## src/rtl/sa_pkg.sv

```systemverilog
// sa_pkg: shared types, beat constants and the signed compare helper for the systolic result collector
package sa_pkg;
    localparam int DATA_W_DEF = 8;
    localparam logic [2:0] BEAT_POOL = 3'd4;
    localparam int BEATS_PER_TILE = 4;

    typedef enum logic [1:0] {IDLE, LOAD, SEND, POOL} state_t;

    function automatic logic [DATA_W_DEF-1:0] signed_max2(input logic [DATA_W_DEF-1:0] a, input logic [DATA_W_DEF-1:0] b);
        return ($signed(a) > $signed(b)) ? a : b;
    endfunction
endpackage

```

## src/rtl/sa_result_collector_if.sv

```systemverilog
// sa_result_collector_if: tile capture and byte-stream handshake between the array, collector and writeback
interface sa_result_collector_if #(parameter int DATA_W = 8);
    logic              res_valid;
    logic [DATA_W-1:0] res_c0;
    logic [DATA_W-1:0] res_c1;
    logic [DATA_W-1:0] res_c2;
    logic [DATA_W-1:0] res_c3;
    logic              res_ready;
    logic              out_valid;
    logic              out_ready;
    logic [DATA_W-1:0] out_data;
    logic [2:0]        out_idx;
    logic              out_last;

    modport master (
        output res_valid, res_c0, res_c1, res_c2, res_c3, out_ready,
        input  res_ready, out_valid, out_data, out_idx, out_last
    );
    modport slave (
        input  res_valid, res_c0, res_c1, res_c2, res_c3, out_ready,
        output res_ready, out_valid, out_data, out_idx, out_last
    );
endinterface

```

## src/rtl/sa_tile_fifo.sv

```systemverilog
// sa_tile_fifo: synchronous tile FIFO; full/empty come straight from the occupancy register
module sa_tile_fifo #(
    parameter int W     = 32,
    parameter int DEPTH = 2
) (
    input  logic         clk,
    input  logic         rst,
    input  logic         push,
    input  logic         pop,
    input  logic [W-1:0] wdata,
    output logic [W-1:0] rdata,
    output logic         full,
    output logic         empty
);
    localparam int AW = $clog2(DEPTH);

    logic [W-1:0]  mem [DEPTH];
    logic [AW-1:0] wp, rp;
    logic [AW:0]   cnt;
    logic          push_ok, pop_ok;

    assign full    = cnt == (AW+1)'(DEPTH);
    assign empty   = cnt == '0;
    assign rdata   = mem[rp];
    assign push_ok = push && !full;
    assign pop_ok  = pop && !empty;

    always_ff @(posedge clk) if (push_ok) mem[wp] <= wdata;

    always_ff @(posedge clk) begin
        if (rst) begin
            wp  <= '0;
            rp  <= '0;
            cnt <= '0;
        end else begin
            if (push_ok) wp <= wp + AW'(1);
            if (pop_ok) rp <= rp + AW'(1);
            cnt <= cnt + (AW+1)'(push_ok) - (AW+1)'(pop_ok);
        end
    end
endmodule

```

## src/rtl/sa_result_collector.sv

```systemverilog
// sa_result_collector: buffers 2x2 conv tiles and streams them bytewise; SA_MAXPOOL_EN appends a signed max-pool beat
module sa_result_collector
    import sa_pkg::*;
#(
    parameter int DATA_W = DATA_W_DEF,
    parameter int DEPTH  = 2,
    parameter int CNT_W  = 16
) (
    input  logic                 clk,
    input  logic                 rst,
    sa_result_collector_if.slave bus,
    output logic [CNT_W-1:0]     tile_cnt,
    output logic [CNT_W-1:0]     drop_cnt,
    output logic                 overflow
);
    localparam int TW = 4 * DATA_W;
    localparam logic [1:0] LAST_DATA = 2'(BEATS_PER_TILE - 1);

    state_t            state, state_nx, after_tile;
    logic [TW-1:0]     rdata;
    logic [DATA_W-1:0] r [4];
    logic [DATA_W-1:0] w [4];
    logic [1:0]        beat;
    logic              full, empty, push, pop, hs, tile_done;

    sa_tile_fifo #(.W(TW), .DEPTH(DEPTH)) fifo (
        .clk, .rst, .push, .pop,
        .wdata({bus.res_c0, bus.res_c1, bus.res_c2, bus.res_c3}),
        .rdata, .full, .empty
    );

    assign push          = bus.res_valid && !full;
    assign pop           = state == LOAD;
    assign hs            = bus.out_valid && bus.out_ready;
    assign after_tile    = empty ? IDLE : LOAD;
    assign bus.res_ready = !full;

    always_comb for (int i = 0; i < 4; i++) r[i] = rdata[TW-1-DATA_W*i -: DATA_W];

`ifdef SA_MAXPOOL_EN
    logic [DATA_W-1:0] pool_max;
    assign tile_done = hs && state == POOL;
    always_ff @(posedge clk) if (pop) pool_max <= signed_max2(signed_max2(r[0], r[1]), signed_max2(r[2], r[3]));
`else
    assign tile_done = hs && beat == LAST_DATA;
`endif

    always_ff @(posedge clk) state <= rst ? IDLE : state_nx;

    always_comb begin
        state_nx = state;
        case (state)
            IDLE:    state_nx = after_tile;
            LOAD:    state_nx = SEND;
`ifdef SA_MAXPOOL_EN
            SEND:    state_nx = (hs && beat == LAST_DATA) ? POOL : SEND;
            POOL:    state_nx = hs ? after_tile : POOL;
`else
            SEND:    state_nx = tile_done ? after_tile : SEND;
`endif
            default: state_nx = IDLE;
        endcase
    end

    always_comb begin
`ifdef SA_MAXPOOL_EN
        bus.out_valid = state == SEND || state == POOL;
        bus.out_data  = state == SEND ? w[beat] : state == POOL ? pool_max : '0;
        bus.out_idx   = state == SEND ? {1'b0, beat} : state == POOL ? BEAT_POOL : 3'd0;
        bus.out_last  = state == POOL;
`else
        bus.out_valid = state == SEND;
        bus.out_data  = state == SEND ? w[beat] : '0;
        bus.out_idx   = state == SEND ? {1'b0, beat} : 3'd0;
        bus.out_last  = state == SEND && beat == LAST_DATA;
`endif
    end

    always_ff @(posedge clk) if (pop) w <= r;

    // a push is judged against the registered full flag, so a same-cycle pop never rescues it
    always_ff @(posedge clk) begin
        if (rst) begin
            beat     <= '0;
            tile_cnt <= '0;
            drop_cnt <= '0;
            overflow <= 1'b0;
        end else begin
            if (pop) beat <= '0;
            else if (hs && state == SEND) beat <= beat + 2'd1;
            if (tile_done) tile_cnt <= tile_cnt + CNT_W'(1);
            if (bus.res_valid && full) begin
                drop_cnt <= &drop_cnt ? drop_cnt : drop_cnt + CNT_W'(1);
                overflow <= 1'b1;
            end
        end
    end
endmodule

```

## src/flat_wrapper.sv

```systemverilog
// flat-port wrapper written by rule: the top's interface ports become plain ports
module sa_result_collector_flat import sa_pkg::*;
#(
    parameter int DATA_W = DATA_W_DEF,
    parameter int DEPTH  = 2,
    parameter int CNT_W  = 16
)
  (clk, rst, tile_cnt, drop_cnt, overflow, bus_res_valid, bus_res_c0, bus_res_c1, bus_res_c2, bus_res_c3, bus_out_ready, bus_res_ready, bus_out_valid, bus_out_data, bus_out_idx, bus_out_last);
  sa_result_collector_if #(.DATA_W(DATA_W)) bus_i ();
  input  logic clk;
  input  logic rst;
  output logic [CNT_W-1:0] tile_cnt;
  output logic [CNT_W-1:0] drop_cnt;
  output logic overflow;
  input wire logic [$bits(bus_i.res_valid)-1:0] bus_res_valid;
  input wire logic [$bits(bus_i.res_c0)-1:0] bus_res_c0;
  input wire logic [$bits(bus_i.res_c1)-1:0] bus_res_c1;
  input wire logic [$bits(bus_i.res_c2)-1:0] bus_res_c2;
  input wire logic [$bits(bus_i.res_c3)-1:0] bus_res_c3;
  input wire logic [$bits(bus_i.out_ready)-1:0] bus_out_ready;
  output wire logic [$bits(bus_i.res_ready)-1:0] bus_res_ready;
  output wire logic [$bits(bus_i.out_valid)-1:0] bus_out_valid;
  output wire logic [$bits(bus_i.out_data)-1:0] bus_out_data;
  output wire logic [$bits(bus_i.out_idx)-1:0] bus_out_idx;
  output wire logic [$bits(bus_i.out_last)-1:0] bus_out_last;
  assign bus_i.res_valid = bus_res_valid;
  assign bus_i.res_c0 = bus_res_c0;
  assign bus_i.res_c1 = bus_res_c1;
  assign bus_i.res_c2 = bus_res_c2;
  assign bus_i.res_c3 = bus_res_c3;
  assign bus_i.out_ready = bus_out_ready;
  assign bus_res_ready = bus_i.res_ready;
  assign bus_out_valid = bus_i.out_valid;
  assign bus_out_data = bus_i.out_data;
  assign bus_out_idx = bus_i.out_idx;
  assign bus_out_last = bus_i.out_last;
  sa_result_collector #(.DATA_W(DATA_W), .DEPTH(DEPTH), .CNT_W(CNT_W)) u_core (.clk(clk), .rst(rst), .bus(bus_i), .tile_cnt(tile_cnt), .drop_cnt(drop_cnt), .overflow(overflow));
endmodule
```

## config.mk

```make
export PLATFORM = sky130hd
export DESIGN_NAME = sa_result_collector_flat
export DESIGN_NICKNAME = d
export VERILOG_FILES = /design/src/rtl/sa_pkg.sv /design/src/rtl/sa_result_collector_if.sv /design/src/rtl/sa_tile_fifo.sv /design/src/rtl/sa_result_collector.sv /design/src/flat_wrapper.sv
export SDC_FILE = /design/constraint.sdc
export NUM_CORES = 1
export LEC_CHECK = 0
export ABC_AREA = 1
export CORE_MARGIN = 5
export CORE_UTILIZATION = 25
export DETAILED_ROUTE_END_ITERATION = 16
export SYNTH_ARGS = -nofsm -noshare
export SYNTH_HDL_FRONTEND = slang
export SYNTH_SLANG_ARGS = --single-unit
```

## constraint.sdc

```tcl
create_clock -name clk -period 5.5 [get_ports clk]
set_input_delay 1.1 -clock clk [delete_from_list [all_inputs] [get_ports clk]]
set_output_delay 1.1 -clock clk [all_outputs]
set_load 0.03 [all_outputs]
```

[Word level (Yosys, flattened, before mapping)]
Memories as Yosys holds them, arrays and structs flattened. A register that Yosys moved wholly into a read port is not among the register bits.
Cells that the tools add are included.
Word-level totals
  register bits after elaboration: 41
  latch bits: 0
  memory bits (writable): 64
  memory bits (read-only): 0
  input port bits: 36
  output and inout bits: 47
  word-level logic and storage cells: 48
  memories: 1
Memories
  u_core.fifo.mem: words 2, width 32, read ports 1, clocked after Yosys merged registers in 1, write ports 1, RTL line sa_tile_fifo.sv:17  | logic [W-1:0] mem [DEPTH];
Operators by class
  $add $sub $neg: 7
  $mul: 0
  div/mod/pow operators: 0
  order comparisons: 1
  equality and inequality tests: 4
  shift-type cells: 0
  mux-type cells: 10
  bitwise logic cells: 2
  reductions and logical operators: 15
Operators by type and width (number)
  adder 16 x 1 -> 16 bit (second input constant): 2
  2-to-1 mux 8 bit: 3
  binary-select mux 8 bit (select 2 bit): 1
  AND reduction 16 bit: 1
  logical AND 1 bit: 8
  == test 2 bit (second input constant): 3
  case mux 2 bit (3 select lines): 1
  zero test 2 bit: 2
  2-to-1 mux 2 bit: 2
  >= comparator 3 bit (second input constant): 1
  2-to-1 mux 1 bit: 3
  NOT 2 -> 3 bit: 1
  adder 1 bit (second input constant): 2
  adder 2 x 1 -> 2 bit: 1
  adder 2 x 1 -> 2 bit (second input constant): 1
  == test 2 x 1 -> 1 bit (second input constant): 1
  zero test 1 bit: 2
  AND reduction 2 bit: 1
  OR reduction 2 bit: 1
  subtractor 2 x 1 -> 2 bit: 1
  NOT 1 bit: 1

[Logic depth before layout (Yosys ltp)]
  depth in word-level cells: 6
  depth in mapped cells: 10
  gate-level depth less buffers: 10

[Modules after synthesis]
Synthesis repeated with hierarchy kept, for this count alone.
Second synthesis, totals
  cell total of the unflattened synthesis: 535
  area, all modules: 6000.8 µm²
By module, submodules not included
  sa_result_collector: times used 1, cells an instance 396, area each 3283.1 µm², sequential area each 1701.6 µm²
  sa_tile_fifo: times used 1, cells an instance 139, area each 2717.6 µm², sequential area each 2021.9 µm²

[Worst setup path before layout]
OpenSTA, ideal clock, no wires.
  path type: flip-flop to flip-flop
  from: register u_core.state[0]
  to: register u_core.fifo.cnt[1]
  library setup time: 70 ps
  data arrival time: 3114 ps
  setup slack: 2316 ps
  cell stages (with the launch flop): 11
  buffers on the path: 0
  clock period less this slack: 3184 ps
  cells stage by stage: dfxtp_1 -> inv_1 -> nor2_1 -> o21ai_0 -> inv_1 -> ha_1 -> inv_1 -> ha_1 -> xnor2_1 -> o21ai_0 -> a21oi_1
Between the ends
  cells in the longest elaborated chain, start to end: 3
Ends and longest elaborated chain
  from (decl): RTL line sa_result_collector.sv:19  | state_t state, state_nx, after_tile;
  from (signal assigned): RTL line sa_result_collector.sv:48  | always_ff @(posedge clk) state <= rst ? IDLE : state_nx;
  == test 2 x 1 -> 1 bit: RTL line sa_result_collector.sv:33  | assign pop = state == LOAD;
  logical AND 1 bit: RTL line sa_tile_fifo.sv:26  | assign pop_ok = pop && !empty;
  net u_core.fifo.pop_ok: RTL line sa_tile_fifo.sv:20  | logic push_ok, pop_ok;
  subtractor 2 x 1 -> 2 bit: RTL line sa_tile_fifo.sv:38  | cnt <= cnt + (AW+1)'(push_ok) - (AW+1)'(pop_ok);
  to (signal assigned): RTL line sa_tile_fifo.sv:38
  to (decl): RTL line sa_tile_fifo.sv:19  | logic [AW:0] cnt;
The timed path passes the listed nets, and every way through them passes these cells.
A chain may end at the register's enable or synchronous reset.

[Worst setup path after layout]
  from: register u_core.beat[0]
  to: output port bus_out_data[3]
Between the ends
  cells in the longest elaborated chain, start to end: 5
Ends and longest elaborated chain
  from (decl): RTL line sa_result_collector.sv:23  | logic [1:0] beat;
  from (signal assigned): RTL line sa_result_collector.sv:90  | else if (hs && state == SEND) beat <= beat + 2'd1;
  NOT 2 -> 3 bit (implied by the code): RTL line sa_result_collector.sv:73  | bus.out_data = state == SEND ? w[beat] : '0;
  binary-select mux 8 bit (select 2 bit): RTL line sa_result_collector.sv:73
  2-to-1 mux 8 bit (implied by the code) (2 in a row): RTL line sa_result_collector.sv:73
  2-to-1 mux 8 bit: RTL line sa_result_collector.sv:73
  to (decl): RTL line flat_wrapper.sv:23  | output wire logic [$bits(bus_i.out_data)-1:0] bus_out_data;
No other way between the ends. The select of a mux whose other input is x is not followed.

==> impl_results.md <==
- Status: completed
- Grt total ovfl: 0
- Die Width: 161 um
- Fill count: 2,281
- Post-synthesis sequential area ratio: 65.0%
- Placed standard-cell area: 6820 um2
- WL met2: 5820 um
- Multi-input gate area: 1780 um2
- Post-cts sizing count: 0
- RR Startpoint: u_core.state[0]$_SDFF_PP0_
- Clk sink count: 137
- Post-CTS setup buffer count: 0
- Reg power frac: 44.6%
- Syn Area/Cell: 9.59 um2
- Slew margin rel.: 31.6%
- Drt initial violations: 172
- GPL Wtd Cong: 0.815
- Worst R2R Path Depth: 11
- CTS Hold Buffers Added: 0
- Port Buffers: 81
- Die Height: 161 um
- Worst EP required: 4.40 ns
- Die footprint: 25,900 um2
- DR pass1 iterations: 5
- WL met1: 6130 um
- Setup TNS: 0 ns
- CTS buffer count: 17
- Top-level port count: 83
- Worst-path fanout max: 19
- Number of global-route vias before repair: 3,827
- Final Hold Fails: 0
- Non-Filler Instances: 978
- Setup crit end kind: output pin
- Ant diodes: 0
- First-pass GRT wire length: 20,300 um
- Routed WL: 12,900 um
- Static leakage: 2.76 nW
- Library cells used by synthesis: 31
- Family with the most delay on the worst path: buffers and inverters
- Skew final: 0.0136 ns
- Worst EP arrival: 2.63 ns
- Initial antenna violation count: 0
- Post-Syn Nets: 635
- DRC violations left: 0
- Clock Tree Buf Depth: 2
- Hold crit path type: flip-flop to flip-flop
- FF/Latch Area: 3700 um2
- Crit path time final: 3.73 ns
- Worst reg2reg endpoint: u_core.fifo.cnt[1]$_SDFF_PP0_
- DP Cell Count: 946
- Post-route ant nets: 0
- Clock root cell: clkbuf_16
- CTS clk-pin slew, worst paths: 0.06 ns
- Design Power: 3.00 mW
- Switching power total: 842 uW
- VDD IR max: 0.217 mV
- Hold Startpoint: u_core.overflow$_SDFFE_PP0P_
- Mapped cell area: 5700 um2
- Initial Utilization: 25.2%
- Routed length per placed instance: 13.1 um
- Worst setup path category: flip-flop to output pin
- Vias: 4,147
- CTS tree: yes
- RSZ-0062 raised after global routing: no
- Clock share of power: 41.5%
- Flop2flop setup slack: 3.35 ns
- # rows: 55
- Synth-to-Final Area Change: 31.2%
- Combinational cell fraction of total power: 14.0%
- Synthesized flop and latch total: 137
- HPWL Detailed: 8530 um
- Worst Setup Start Kind: flip-flop
- Nets: 721
- Largest net degree at the start of global routing: 36
- Max_cap viols: 0
- Met3 WL: 692 um
- Synth warn: 0
- WP buf/inv: 2
- Slew Viols, Final: 0
- Slowest-stage cell, CP: dfxtp_1
- Design Area, Final: 7480 um2
- Final worst-path cycle share: 67.9%
- P per Cell Area: 401 nW/um2
- Via density: 4.24
- Max frequency: 0.268 GHz
- CP Cell Sequence: inv_1, o21ai_0, a21oi_1, clkdlybuf4s50_1
- Switch share: 28.1%
- Final design utilization: 33.1%
- Htree depth: 4
- Internal Power: 2.16 mW
- Top Metal Used: met4
- Crit-path max cell delay: 0.70 ns
- Slew @ Worst Pin: 1.02 ns
- Share of cells above drive strength 1: 6.93%
- Total GRT Usage: 9.92%
- Hold-critical path endpoint: u_core.overflow$_SDFFE_PP0P_
- Final setup violation count: 0
- WHS Path Cells: 1
- Post-synthesis instance total: 594
- Clk_lat worst skew: 0.42 ns
- Core area: 22,600 um2
## metal layers
metal	up-vias	track usage, %
met5	-	0
met4	0	3.49
met3	13	3.16
met2	97	15.6
met1	1905	12.9
li1	2132	-
## power by group through the flow
| stage | clock, mW | combinational [mW] | sequential [mW] |
|---|---|---|---|
| after floorplan | 0 | 0.267 | 1.34 |
| after global placement | 0 | 0.421 | 1.36 |
| after detailed placement | 0 | 0.427 | 1.36 |
| after CTS | 1.28 | 0.432 | 1.34 |
| after global routing | 1.33 | 0.472 | 1.35 |
| final | 1.24 | 0.420 | 1.34 |
## cells by family (layout without fill, tap and decap cells)
group	count (synthesis)	in the layout	share of synthesized area [%]
adders and majority gates	5	5	1.10
xor gates and xnor gates	4	4	0.615
buffers and inverters	56	155	4.00
other	1	1	0.0658
DFF	137	137	65.0
AOI/OAI and AO/OA	59	59	5.36
and+or+nand+nor	332	332	23.9
## synthesized netlist by cell type
cell	count	area (um2)
nand2_1	182	683
nor2_1	109	409
edfxtp_1	96	2880
dfxtp_1	41	821
inv_1	35	131
a21oi_1	31	155
o21ai_0	25	125
nand3_1	21	105
clkbuf_1	11	41.3
nand4_1	7	43.8
buf_2	5	25.0
ha_1	5	62.6
nor2_4	3	33.8
nor3_1	3	15.0
clkinv_1	2	7.51
xnor2_1	2	17.5
xor2_1	2	17.5
buf_4	1	7.51
buf_6	1	11.3
conb_1	1	3.75
inv_2	1	3.75
nand3_2	1	10.0
nand3_4	1	17.5
nand3b_1	1	7.51
nand4_2	1	12.5
nor2_2	1	6.26
nor3_2	1	10.0
nor3b_1	1	7.51
o211a_1	1	10.0
o211ai_1	1	7.51
o21a_1	1	7.51
## flip-flops by register name (all words and copies together) (netlist names)
signal	count
u_core.beat	2
u_core.drop_cnt	16
u_core.fifo.cnt	2
u_core.fifo.mem	64
u_core.fifo.rp	1
u_core.fifo.wp	1
u_core.overflow	1
u_core.state	2
u_core.tile_cnt	16
u_core.w	32
## metrics by stage
stage	hold WS (ns)	setup WS, ns
3_3_place_gp	0.481	2.18
5_1_grt	0.527	1.54
4_1_cts	0.502	1.69
3_5_place_dp	0.489	2.18
2_1_floorplan	0.457	2.32
6_report	0.498	1.77
## layout make-up
class	instances	share of cell area (%)
clock inverter	15	3.05
inverter	38	1.91
tap	285	4.77
timing repair buffer	85	11.2
multi-input combinational	401	23.8
clock buffer	17	5.69
sequential	137	49.5
## how the worst max path moves through the flow
| stage | startpoint | depth (start not counted) | slack [ns] | endpoint |
|---|---|---|---|---|
| final | u_core.beat[0]$_SDFFE_PP0P_ | 4 | 1.77 | bus_out_data[3] |
| after global routing | u_core.beat[0]$_SDFFE_PP0P_ | 4 | 1.54 | bus_out_data[3] |
| after CTS | u_core.beat[0]$_SDFFE_PP0P_ | 4 | 1.69 | bus_out_data[2] |
| after detailed placement | u_core.beat[0]$_SDFFE_PP0P_ | 4 | 2.18 | bus_out_data[2] |
| after global placement | u_core.beat[0]$_SDFFE_PP0P_ | 4 | 2.18 | bus_out_data[3] |
| after floorplan | u_core.state[0]$_SDFF_PP0_ | 10 | 2.32 | u_core.fifo.cnt[1]$_SDFF_PP0_ |
## cells in the final DEF, fill, tap and decap left out
master           count
xor2_1               2
nand4_1              7
clkinv_8             3
a21oi_1             31
nor2_1             106
nor3_2               1
inv_6                4
conb_1               1
nand2_1            182
buf_4                4
nor2_4               4
nand3_4              1
nand4_2              1
clkbuf_16           17
o21ai_0             25
ha_1                 5
nand3_1             21
nand3b_1             1
dfxtp_1             41
o21a_1               1
nor3_1               3
inv_2                1
nor3b_1              1
o211ai_1             1
inv_8                4
inv_1               35
edfxtp_1            96
clkinv_4             1
clkinv_1             2
xnor2_1              2
clkdlybuf4s50_1     81
nand3_2              1
nor2_2               3
o211a_1              1
bufinv_16            3
No activity file was read; power rests on OpenSTA's default activity.
